[config.mk]
export PLATFORM = sky130hd
export DESIGN_NAME = regfile_wb_arbiter_flat
export DESIGN_NICKNAME = d
export VERILOG_FILES = /design/src/rtl/regfile_wb_arbiter_if.sv /design/src/rtl/regfile_wb_arbiter.sv /design/src/flat_wrapper.sv
export SDC_FILE = /design/constraint.sdc
export NUM_CORES = 1
export LEC_CHECK = 0
export ABC_AREA = 1
export CORE_MARGIN = 3
export CORE_UTILIZATION = 43
export DETAILED_ROUTE_END_ITERATION = 10
export GPL_TIMING_DRIVEN = 1
export HOLD_SLACK_MARGIN = 0.1
export MAX_ROUTING_LAYER = met4
export PLACE_DENSITY = 0.91
export SETUP_SLACK_MARGIN = 0.3
export SKIP_LAST_GASP = 1
export SYNTH_ARGS = -nofsm -noshare
export SYNTH_HDL_FRONTEND = slang
export SYNTH_SLANG_ARGS = --single-unit
[constraint.sdc]
create_clock -name clk -period 3.25 [get_ports clk]
set_input_delay 0.325 -clock clk [delete_from_list [all_inputs] [get_ports clk]]
set_output_delay 0.325 -clock clk [all_outputs]
set_load 0.02 [all_outputs]
[src/rtl/regfile_wb_arbiter_if.sv]
// Writeback bus between execute-unit requesters, the issue stage and the register file write port.
// Latency: none (wires only); the arbiter registers the register-file side.
// Backpressure: per-requester valid/ready; issue side is stalled through issue_stall.
//
// Ports (signals):
//   req_valid/req_ready  per-requester handshake
//   req_rd/req_data      flattened per-requester destination and result
//   issue_valid/issue_rd issue-stage destination claim; issue_stall hazard back to issue
//   busy                 pending-write scoreboard
//   write/reg_wr/data_in register file write port
interface regfile_wb_arbiter_if #(
    parameter int NUM_REQ       = 3,
    parameter int DATA_WIDTH    = 32,
    parameter int NUM_REGISTERS = 32
);
    localparam int AW = $clog2(NUM_REGISTERS);

    logic [NUM_REQ-1:0]            req_valid;
    logic [NUM_REQ-1:0]            req_ready;
    logic [NUM_REQ*AW-1:0]         req_rd;
    logic [NUM_REQ*DATA_WIDTH-1:0] req_data;
    logic                          issue_valid;
    logic [AW-1:0]                 issue_rd;
    logic                          issue_stall;
    logic [NUM_REGISTERS-1:0]      busy;
    logic                          write;
    logic [AW-1:0]                 reg_wr;
    logic [DATA_WIDTH-1:0]         data_in;

    // master: requesters and issue stage (and the register file sink)
    modport master (
        output req_valid, req_rd, req_data, issue_valid, issue_rd,
        input  req_ready, issue_stall, busy, write, reg_wr, data_in
    );

    // slave: the arbiter itself
    modport slave (
        input  req_valid, req_rd, req_data, issue_valid, issue_rd,
        output req_ready, issue_stall, busy, write, reg_wr, data_in
    );
endinterface

[src/rtl/regfile_wb_arbiter.sv]
// Round-robin arbiter sharing the register file write port, plus a pending-write scoreboard.
// Latency: handshake at edge N, write/reg_wr/data_in valid during cycle N+1.
// Backpressure: one req_ready per cycle (combinational on req_valid); issue_stall on busy destination.
//
// Ports: clk, rst (async active-low), bus (regfile_wb_arbiter_if.slave).
module regfile_wb_arbiter #(
    parameter int NUM_REQ       = 3,
    parameter int DATA_WIDTH    = 32,
    parameter int NUM_REGISTERS = 32
) (
    input  logic                 clk,
    input  logic                 rst,
    regfile_wb_arbiter_if.slave  bus
);
    localparam int AW = $clog2(NUM_REGISTERS);
    localparam int PW = $clog2(NUM_REQ);

    logic [PW-1:0]            ptr;
    logic [PW-1:0]            ptr_nxt;
    logic [PW-1:0]            gnt;
    logic                     gnt_vld;
    logic [PW-1:0]            sel;
    int                       idx;
    logic [NUM_REQ-1:0]       rdy;
    logic [AW-1:0]            gnt_rd;
    logic [DATA_WIDTH-1:0]    gnt_data;
    logic [NUM_REGISTERS-1:0] busy_q;
    logic [NUM_REGISTERS-1:0] busy_nxt;
    logic                     stall;
    logic                     write_q;
    logic [AW-1:0]            reg_wr_q;
    logic [DATA_WIDTH-1:0]    data_q;

    // Scan ptr, ptr+1, ... (mod NUM_REQ); first valid requester wins.
    always_comb begin
        gnt     = ptr;
        gnt_vld = 1'b0;
        idx     = 0;
        sel     = '0;
        for (int k = 0; k < NUM_REQ; k++) begin
            idx = int'(ptr) + k;
            if (idx >= NUM_REQ) idx = idx - NUM_REQ;
            sel = PW'(idx);
            if (!gnt_vld && bus.req_valid[sel]) begin
                gnt_vld = 1'b1;
                gnt     = sel;
            end
        end
    end

    always_comb begin
        rdy = '0;
        if (gnt_vld) rdy[gnt] = 1'b1;
    end

    assign gnt_rd   = bus.req_rd[int'(gnt)*AW +: AW];
    assign gnt_data = bus.req_data[int'(gnt)*DATA_WIDTH +: DATA_WIDTH];
    assign ptr_nxt  = (gnt == PW'(NUM_REQ - 1)) ? '0 : gnt + 1'b1;

    assign stall = bus.issue_valid && busy_q[bus.issue_rd];

    // Clear first, then set, so a same-cycle set on the same register wins.
    always_comb begin
        busy_nxt = busy_q;
        if (gnt_vld && gnt_rd != '0)
            busy_nxt[gnt_rd] = 1'b0;
        if (bus.issue_valid && !stall && bus.issue_rd != '0)
            busy_nxt[bus.issue_rd] = 1'b1;
        busy_nxt[0] = 1'b0;
    end

    always_ff @(posedge clk or negedge rst) begin
        if (!rst) begin
            ptr      <= '0;
            busy_q   <= '0;
            write_q  <= 1'b0;
            reg_wr_q <= '0;
            data_q   <= '0;
        end else begin
            busy_q <= busy_nxt;
            if (gnt_vld) begin
                ptr      <= ptr_nxt;
                // x0 results complete the handshake but never reach the register file.
                write_q  <= (gnt_rd != '0);
                reg_wr_q <= gnt_rd;
                data_q   <= gnt_data;
            end else begin
                write_q  <= 1'b0;
            end
        end
    end

    assign bus.req_ready   = rdy;
    assign bus.issue_stall = stall;
    assign bus.busy        = busy_q;
    assign bus.write       = write_q;
    assign bus.reg_wr      = reg_wr_q;
    assign bus.data_in     = data_q;
endmodule

[src/flat_wrapper.sv]
// flat-port wrapper written by rule: the top's interface ports become plain ports
module regfile_wb_arbiter_flat 
#(
    parameter int NUM_REQ       = 3,
    parameter int DATA_WIDTH    = 32,
    parameter int NUM_REGISTERS = 32
)
  (clk, rst, bus_req_valid, bus_req_rd, bus_req_data, bus_issue_valid, bus_issue_rd, bus_req_ready, bus_issue_stall, bus_busy, bus_write, bus_reg_wr, bus_data_in);
  regfile_wb_arbiter_if #(.NUM_REQ(NUM_REQ), .DATA_WIDTH(DATA_WIDTH), .NUM_REGISTERS(NUM_REGISTERS)) bus_i ();
  input  logic clk;
  input  logic rst;
  input wire logic [$bits(bus_i.req_valid)-1:0] bus_req_valid;
  input wire logic [$bits(bus_i.req_rd)-1:0] bus_req_rd;
  input wire logic [$bits(bus_i.req_data)-1:0] bus_req_data;
  input wire logic [$bits(bus_i.issue_valid)-1:0] bus_issue_valid;
  input wire logic [$bits(bus_i.issue_rd)-1:0] bus_issue_rd;
  output wire logic [$bits(bus_i.req_ready)-1:0] bus_req_ready;
  output wire logic [$bits(bus_i.issue_stall)-1:0] bus_issue_stall;
  output wire logic [$bits(bus_i.busy)-1:0] bus_busy;
  output wire logic [$bits(bus_i.write)-1:0] bus_write;
  output wire logic [$bits(bus_i.reg_wr)-1:0] bus_reg_wr;
  output wire logic [$bits(bus_i.data_in)-1:0] bus_data_in;
  assign bus_i.req_valid = bus_req_valid;
  assign bus_i.req_rd = bus_req_rd;
  assign bus_i.req_data = bus_req_data;
  assign bus_i.issue_valid = bus_issue_valid;
  assign bus_i.issue_rd = bus_issue_rd;
  assign bus_req_ready = bus_i.req_ready;
  assign bus_issue_stall = bus_i.issue_stall;
  assign bus_busy = bus_i.busy;
  assign bus_write = bus_i.write;
  assign bus_reg_wr = bus_i.reg_wr;
  assign bus_data_in = bus_i.data_in;
  regfile_wb_arbiter #(.NUM_REQ(NUM_REQ), .DATA_WIDTH(DATA_WIDTH), .NUM_REGISTERS(NUM_REGISTERS)) u_core (.clk(clk), .rst(rst), .bus(bus_i));
endmodule
==> results of run 1 <==
-- cell type report --
type | count | area, µm²
clock inverter | 4 | 45.0
timing repair buffer | 220 | 2140
inverter | 39 | 156
tap | 133 | 166
clock buffer | 12 | 145
fill | 793 | 3080
multi-input combinational | 486 | 2480
sequential | 71 | 1780
-- logic make-up after synthesis --
group | synth area share
other | 0.000833
AOI/OAI and AO/OA | 0.135
buffers and inverters | 0.0767
and+or+nand+nor | 0.382
adders and majority gates | 0.0111
DFF | 0.394
-- path summary, 6_finish.rpt --
kind / endpoint / slack (ns) / cells after the start
max in group asynchronous: u_core.bus.data_in[15]$_DFFE_PN0P_ / 1.92 / 3
max: u_core.bus.busy[19]$_DFF_PN0_ / 0.43 / 14
max reg2reg: u_core.bus.busy[19]$_DFF_PN0_ / 0.43 / 14
min in group asynchronous: u_core.bus.data_in[5]$_DFFE_PN0P_ / 0.56 / 2
min: u_core.bus.busy[24]$_DFF_PN0_ / 0.45 / 4
min reg2reg: u_core.bus.reg_wr[1]$_DFFE_PN0P_ / 0.49 / 2
-- synthesized netlist by cell type (all sizes together) --
master / number / area [µm²]
nand2: 206 / 816
nor2: 86 / 345
nand3: 82 / 490
dfrtp: 71 / 1780
inv: 39 / 146
a22oi: 32 / 240
a21oi: 22 / 110
buf: 21 / 161
a41oi: 16 / 140
o21ai: 13 / 68.8
nor3: 11 / 55.1
clkbuf: 10 / 37.5
a31oi: 7 / 43.8
ha: 4 / 50.1
and2: 1 / 6.26
conb: 1 / 3.75
nand4: 1 / 6.26
o22ai: 1 / 6.26
-- power by group --
part	internal (mW)	leakage (nW)	switching, mW
clock	0.373	0.100	0.346
combinational	2.43	2.07	4.47
sequential	1.37	0.878	0.319
total	4.17	3.05	5.13
-- cell usage in the layout (no fill, tap or decap), types with 16 or more instances in the layout --
cell type        instances
nand2_1                191
clkdlybuf4s50_1        188
nor2_1                  78
dfrtp_1                 71
nand3_1                 68
a22oi_1                 32
inv_1                   29
a21oi_1                 22
buf_4                   22
a41oi_1                 16
-- stage by stage --
step	setup WS [ns]	cells	util
6_report	0.428	965	0.692
3_3_place_gp	0.264	934	0.653
3_5_place_dp	0.168	934	0.653
4_1_cts	0.309	956	0.679
2_1_floorplan	0.857	624	-
5_1_grt	0.260	965	0.692
-- flip-flops by register name (all words and copies together) (netlist names) --
| name | count |
|---|---|
| u_core.bus.data_in | 32 |
| u_core.bus.busy | 31 |
| u_core.bus.reg_wr | 5 |
| u_core.ptr | 2 |
| u_core.bus.write | 1 |
-- repair_timing --
item,4_1_cts,5_1_grt
hold buffers,1,0
setup endpoints to repair,8,45
buffers inserted,5,6
gates resized for setup,7,22
gates cloned,0,3
pin swaps,0,6
endpoints found under the hold margin,29,0
-- routing by layer --
metal,GRT usage,share of wire
met4,0.104,0.034
met2,0.439,0.48
met1,0.339,0.40
met3,0.0424,0.093
met5,-,0
-- worst register-to-register path, delay by kind of cell, from the launching register on --
kind                       cells  cell delay, ns
buffers and inverters          5            1.11
adders and majority gates      1            0.31
DFF                            1            0.40
and+or+nand+nor                8            0.91
==> metrics, run 1 <==
outcome=finished, final reports clean; DRT iter0 DRCs=456; Clock transition at path regs=0.08 ns; CTS root buffer=clkbuf_8; DP HPWL=11.4 mm; DR vias=5311; Final setup viols=0; final instance area=0.00692 mm²; # clock sinks=71; Power Total=9.30 mW; WL final=16.2 mm; Crit path top cell by count=nand2_1; share of cells above drive strength 1=0.115; Worst Path Max Fanout=88; Worst Hold Class=in -> reg; Die ar.=0.0117 mm²; Final Hold Viols=0; Final Critical Period=2.82 ns; Placeable Area=0.0100 mm²; RePlAce Congestion=0.972; initial antenna violation count=0; Worst EP required=3.48 ns; drt wl/cell=16.8 µm; maximum vdd ir drop=1260 µV; warnings from Yosys=0; syn nets=750; setup TNS=0 ns; worst path cell trace=inv_1 > ha_2 > inv_2 > nand2_1 > nand3_1 > nand2_1 > nand2_4 > nor2_1 > buf_4 > inv_2 > buf_4 > nand3_1 > nand2_1 > nand2_1; synthesized area per cell=7.22 µm²; sequential fraction of the synthesis area=0.394; Pre-antenna DRT Iters=6; P_leak=3.05 nW; Cell Area, Placed=0.00653 mm²; CP arrival=3.06 ns; ant diodes=0; fmax=354 MHz; WS Path Type=reg -> reg; pwr dens=1350 mW/mm²; Max-slew headroom=0.396; nets@finish=953; crit path max-delay cell type=buf_4; first-pass GRT wire length=24.5 mm; CTS tree=yes; slowest cell delay on critical path=0.64 ns; H-tree depth=3; Die X=108 µm; hold slack=0.454 ns; CP Capture Type=flip-flop; post-route ant nets=0; Top delay family on crit path=buffers and inverters; Final period util=0.868; gr usage total=0.270; Crit path buffers/inverters=5; Fin Clk Skew=0.0107 ns; clock buffer depth=2; RSZ-0062 raised after global routing=false; HP Start=bus_issue_rd[0]; Critical path origin=u_core.ptr[0]$_DFFE_PN0P_; mapped cell area=0.00450 mm²; gr ovfl total=0; DR vias/cell=5.50; Worst-Margin Slew=0.905 ns; Mapped Cells=624; max cap viols=0; largest net degree at the start of global routing=89; max-slew violation count=0; Chip Height=108 µm; Top-Level Pins=196; DRC=0; Num CTS Buffers=9; I/O Buffers=194; area grow syn2layout=53.5%; Setup crit start kind=flip-flop; unique cell type count in the Yosys netlist=30; vias in the first global route=4932; clock latency on the worst-skew pair=0.34 ns; reg2reg start=u_core.ptr[0]$_DFFE_PN0P_; Starting Density=0.450; #FFs+latches synth=71; Rows=36
(Power assumes the default switching activity.)
==> run 2: changes to the inputs <==
- CORE_MARGIN: 3 -> default
==> metrics, run 2 (synthesis results as in run 1) <==
H-tree depth=3 (unchanged); clock latency on the worst-skew pair=0.34 ns (about the same); Critical path origin=bus_issue_rd[0] (was u_core.ptr[0]$_DFFE_PN0P_); Hold Path Cell Cnt=2 (was 4); most common cell after layout, fill and taps aside=nand2_1 (unchanged); HP Start=u_core.bus.reg_wr[1]$_DFFE_PN0P_ (was bus_issue_rd[0]); Starting Density=0.452 (was 0.450); Clock transition at path regs=0.08 ns (about the same); gr usage total=0.299 (was 0.270); vias in the first global route=5285 (was 4932); area grow syn2layout=53.9% (was 53.5%); R2R Setup Slk=0.48 ns (was 0.43 ns); CP arrival=2.59 ns (was 3.06 ns); Final Hold Viols=0 (unchanged); outcome=finished, final reports clean (unchanged); Pre-antenna DRT Iters=6 (unchanged); I/O Buffers=194 (unchanged); Post-Layout Cell Count=964 (was 965); max-slew violation count=0 (unchanged); drt wl/cell=16.8 µm (about the same); CTS root buffer=clkbuf_8 (unchanged); Placed Cells=934 (unchanged); Worst EP required=2.92 ns (was 3.48 ns); Max-slew headroom=0.406 (was 0.396); setup TNS=0 ns (unchanged); Final setup viols=0 (unchanged); nets@finish=954 (was 953); Hold Crit Endpoint=u_core.bus.reg_wr[1]$_DFFE_PN0P_ (was u_core.bus.busy[24]$_DFF_PN0_); Final period util=0.898 (was 0.868); Final Critical Period=2.92 ns (was 2.82 ns); RePlAce Congestion=0.944 (was 0.972); FF-to-FF path depth=21 (was 14); DRT iter0 DRCs=345 (was 456); first-pass GRT wire length=25.6 mm (was 24.5 mm); Multi-input gate area=0.00253 mm² (was 0.00248 mm²); Rows=36 (unchanged); clock buffer depth=2 (unchanged); CP Capture Type=output port (was flip-flop); DR vias=5356 (was 5311); CTS tree=yes (unchanged); max cap viols=0 (unchanged); post-route ant nets=0 (unchanged); DR vias/cell=5.56 (was 5.50); gr ovfl total=0 (unchanged); Setup crit start kind=input pin (was flip-flop); Power Total=9.56 mW (was 9.30 mW); maximum vdd ir drop=1080 µV (was 1260 µV); DRC=0 (unchanged); Fin Clk Skew=0.0167 ns (was 0.0107 ns); P_leak=3.04 nW (was 3.05 nW); initial antenna violation count=0 (unchanged); # clock sinks=71 (unchanged); RSZ-0062 raised after global routing=false (unchanged); Chip Height=104 µm (was 108 µm); max reg flops=32 (unchanged); ant diodes=0 (unchanged); Top-Level Pins=196 (unchanged); Fill cells=791 (was 793); share of cells above drive strength 1=0.122 (was 0.115); WS Path Type=in -> out (was reg -> reg); Worst-Margin Slew=0.891 ns (was 0.905 ns); largest net degree at the start of global routing=89 (unchanged); hold slack=0.487 ns (was 0.454 ns); Worst Hold Class=reg -> reg (was in -> reg); Die ar.=0.0109 mm² (was 0.0117 mm²); register area=0.00178 mm² (unchanged); Placeable Area=0.00995 mm² (was 0.0100 mm²); fmax=343 MHz (was 354 MHz); Num CTS Buffers=9 (unchanged); Worst Path Max Fanout=6 (was 88); DP HPWL=11.6 mm (was 11.4 mm); reg2reg start=u_core.ptr[1]$_DFFE_PN0P_ (was u_core.ptr[0]$_DFFE_PN0P_); Die X=104 µm (was 108 µm); commonest non-fill, non-tap cells in the layout=190 x nand2_1, 189 x clkdlybuf4s50_1, 78 x nor2_1 (was 191 x nand2_1, 188 x clkdlybuf4s50_1, 78 x nor2_1); reg-to-reg endpoint=u_core.bus.busy[19]$_DFF_PN0_ (unchanged); pwr dens=1380 mW/mm² (was 1350 mW/mm²); WL final=16.2 mm (about the same)
==> run 2: changes by cell type in the layout (fill, tap and decap cells not counted), moves of 2 or more <==
cell / delta
nand2_2: +3
clkbuf_1: -2
nand3_4: +2
nand3_2: +2
nand3_1: -4
==> run 2: worst max path at each step <==
stage / slack [ns] / cells past startpoint / endpoint
finish: 0.33 / 10 / bus_issue_stall
global route: 0.28 / 21 / u_core.bus.busy[19]$_DFF_PN0_
CTS: 0.31 / 14 / bus_req_ready[1]
detailed placement: 0.21 / 10 / bus_issue_stall
global placement: 0.28 / 10 / bus_issue_stall
floorplan: 0.86 / 21 / u_core.bus.busy[20]$_DFF_PN0_
==> run 2: per-stage QoR <==
step	worst slack (ns)	util	cell area [µm²]
after global routing	0.276	0.697	6930
after floorplan	0.857	-	4500
final	0.331	0.697	6930
after CTS	0.313	0.678	6750
after detailed placement	0.210	0.655	6520
after global placement	0.282	0.655	6520
==> run 2: layout make-up <==
class                           instances  area share
Clock inverter                          4     0.00686
Multi-Input combinational cell        488       0.365
Sequential cell                        71       0.256
Timing Repair inverter                  1    0.000722
Inverter                               39      0.0220
Clock buffer                           10      0.0198
Tap cell                              133      0.0240
Timing Repair Buffer                  218       0.305
==> run 2: layer usage <==
layer,share of wire,wire [µm],vias to the layer above,track usage
met3,0.083,1340,70,0.0508
met1,0.40,6550,2496,0.366
met4,0.033,538,0,0.123
met5,0,0,-,-
met2,0.48,7790,296,0.489
li1,-,-,2494,-
==> run 2: repair_timing <==
action	CTS	global route
hold buffers	1	0
buffers inserted	3	6
cloned	1	5
endpoints found under the setup margin	21	34
pin swaps	0	6
gates resized for setup	7	27
endpoints found under the hold margin	25	0
==> run 2: power breakdown <==
group / total, mW / switching [mW] / internal (mW)
Clock: 0.697 / 0.332 / 0.365
Combinational: 7.18 / 4.63 / 2.55
Sequential: 1.68 / 0.312 / 1.37
==> run 2: critical path, cell delays in order <==
cell	delay, ns
clkdlybuf4s50_1	0.54
inv_1	0.08
nand2_1	0.16
clkinvlp_4	0.21
a22oi_1	0.25
nand2_1	0.14
a22oi_1	0.24
nand4_1	0.16
and2_1	0.17
dlygate4sd2_1	0.31
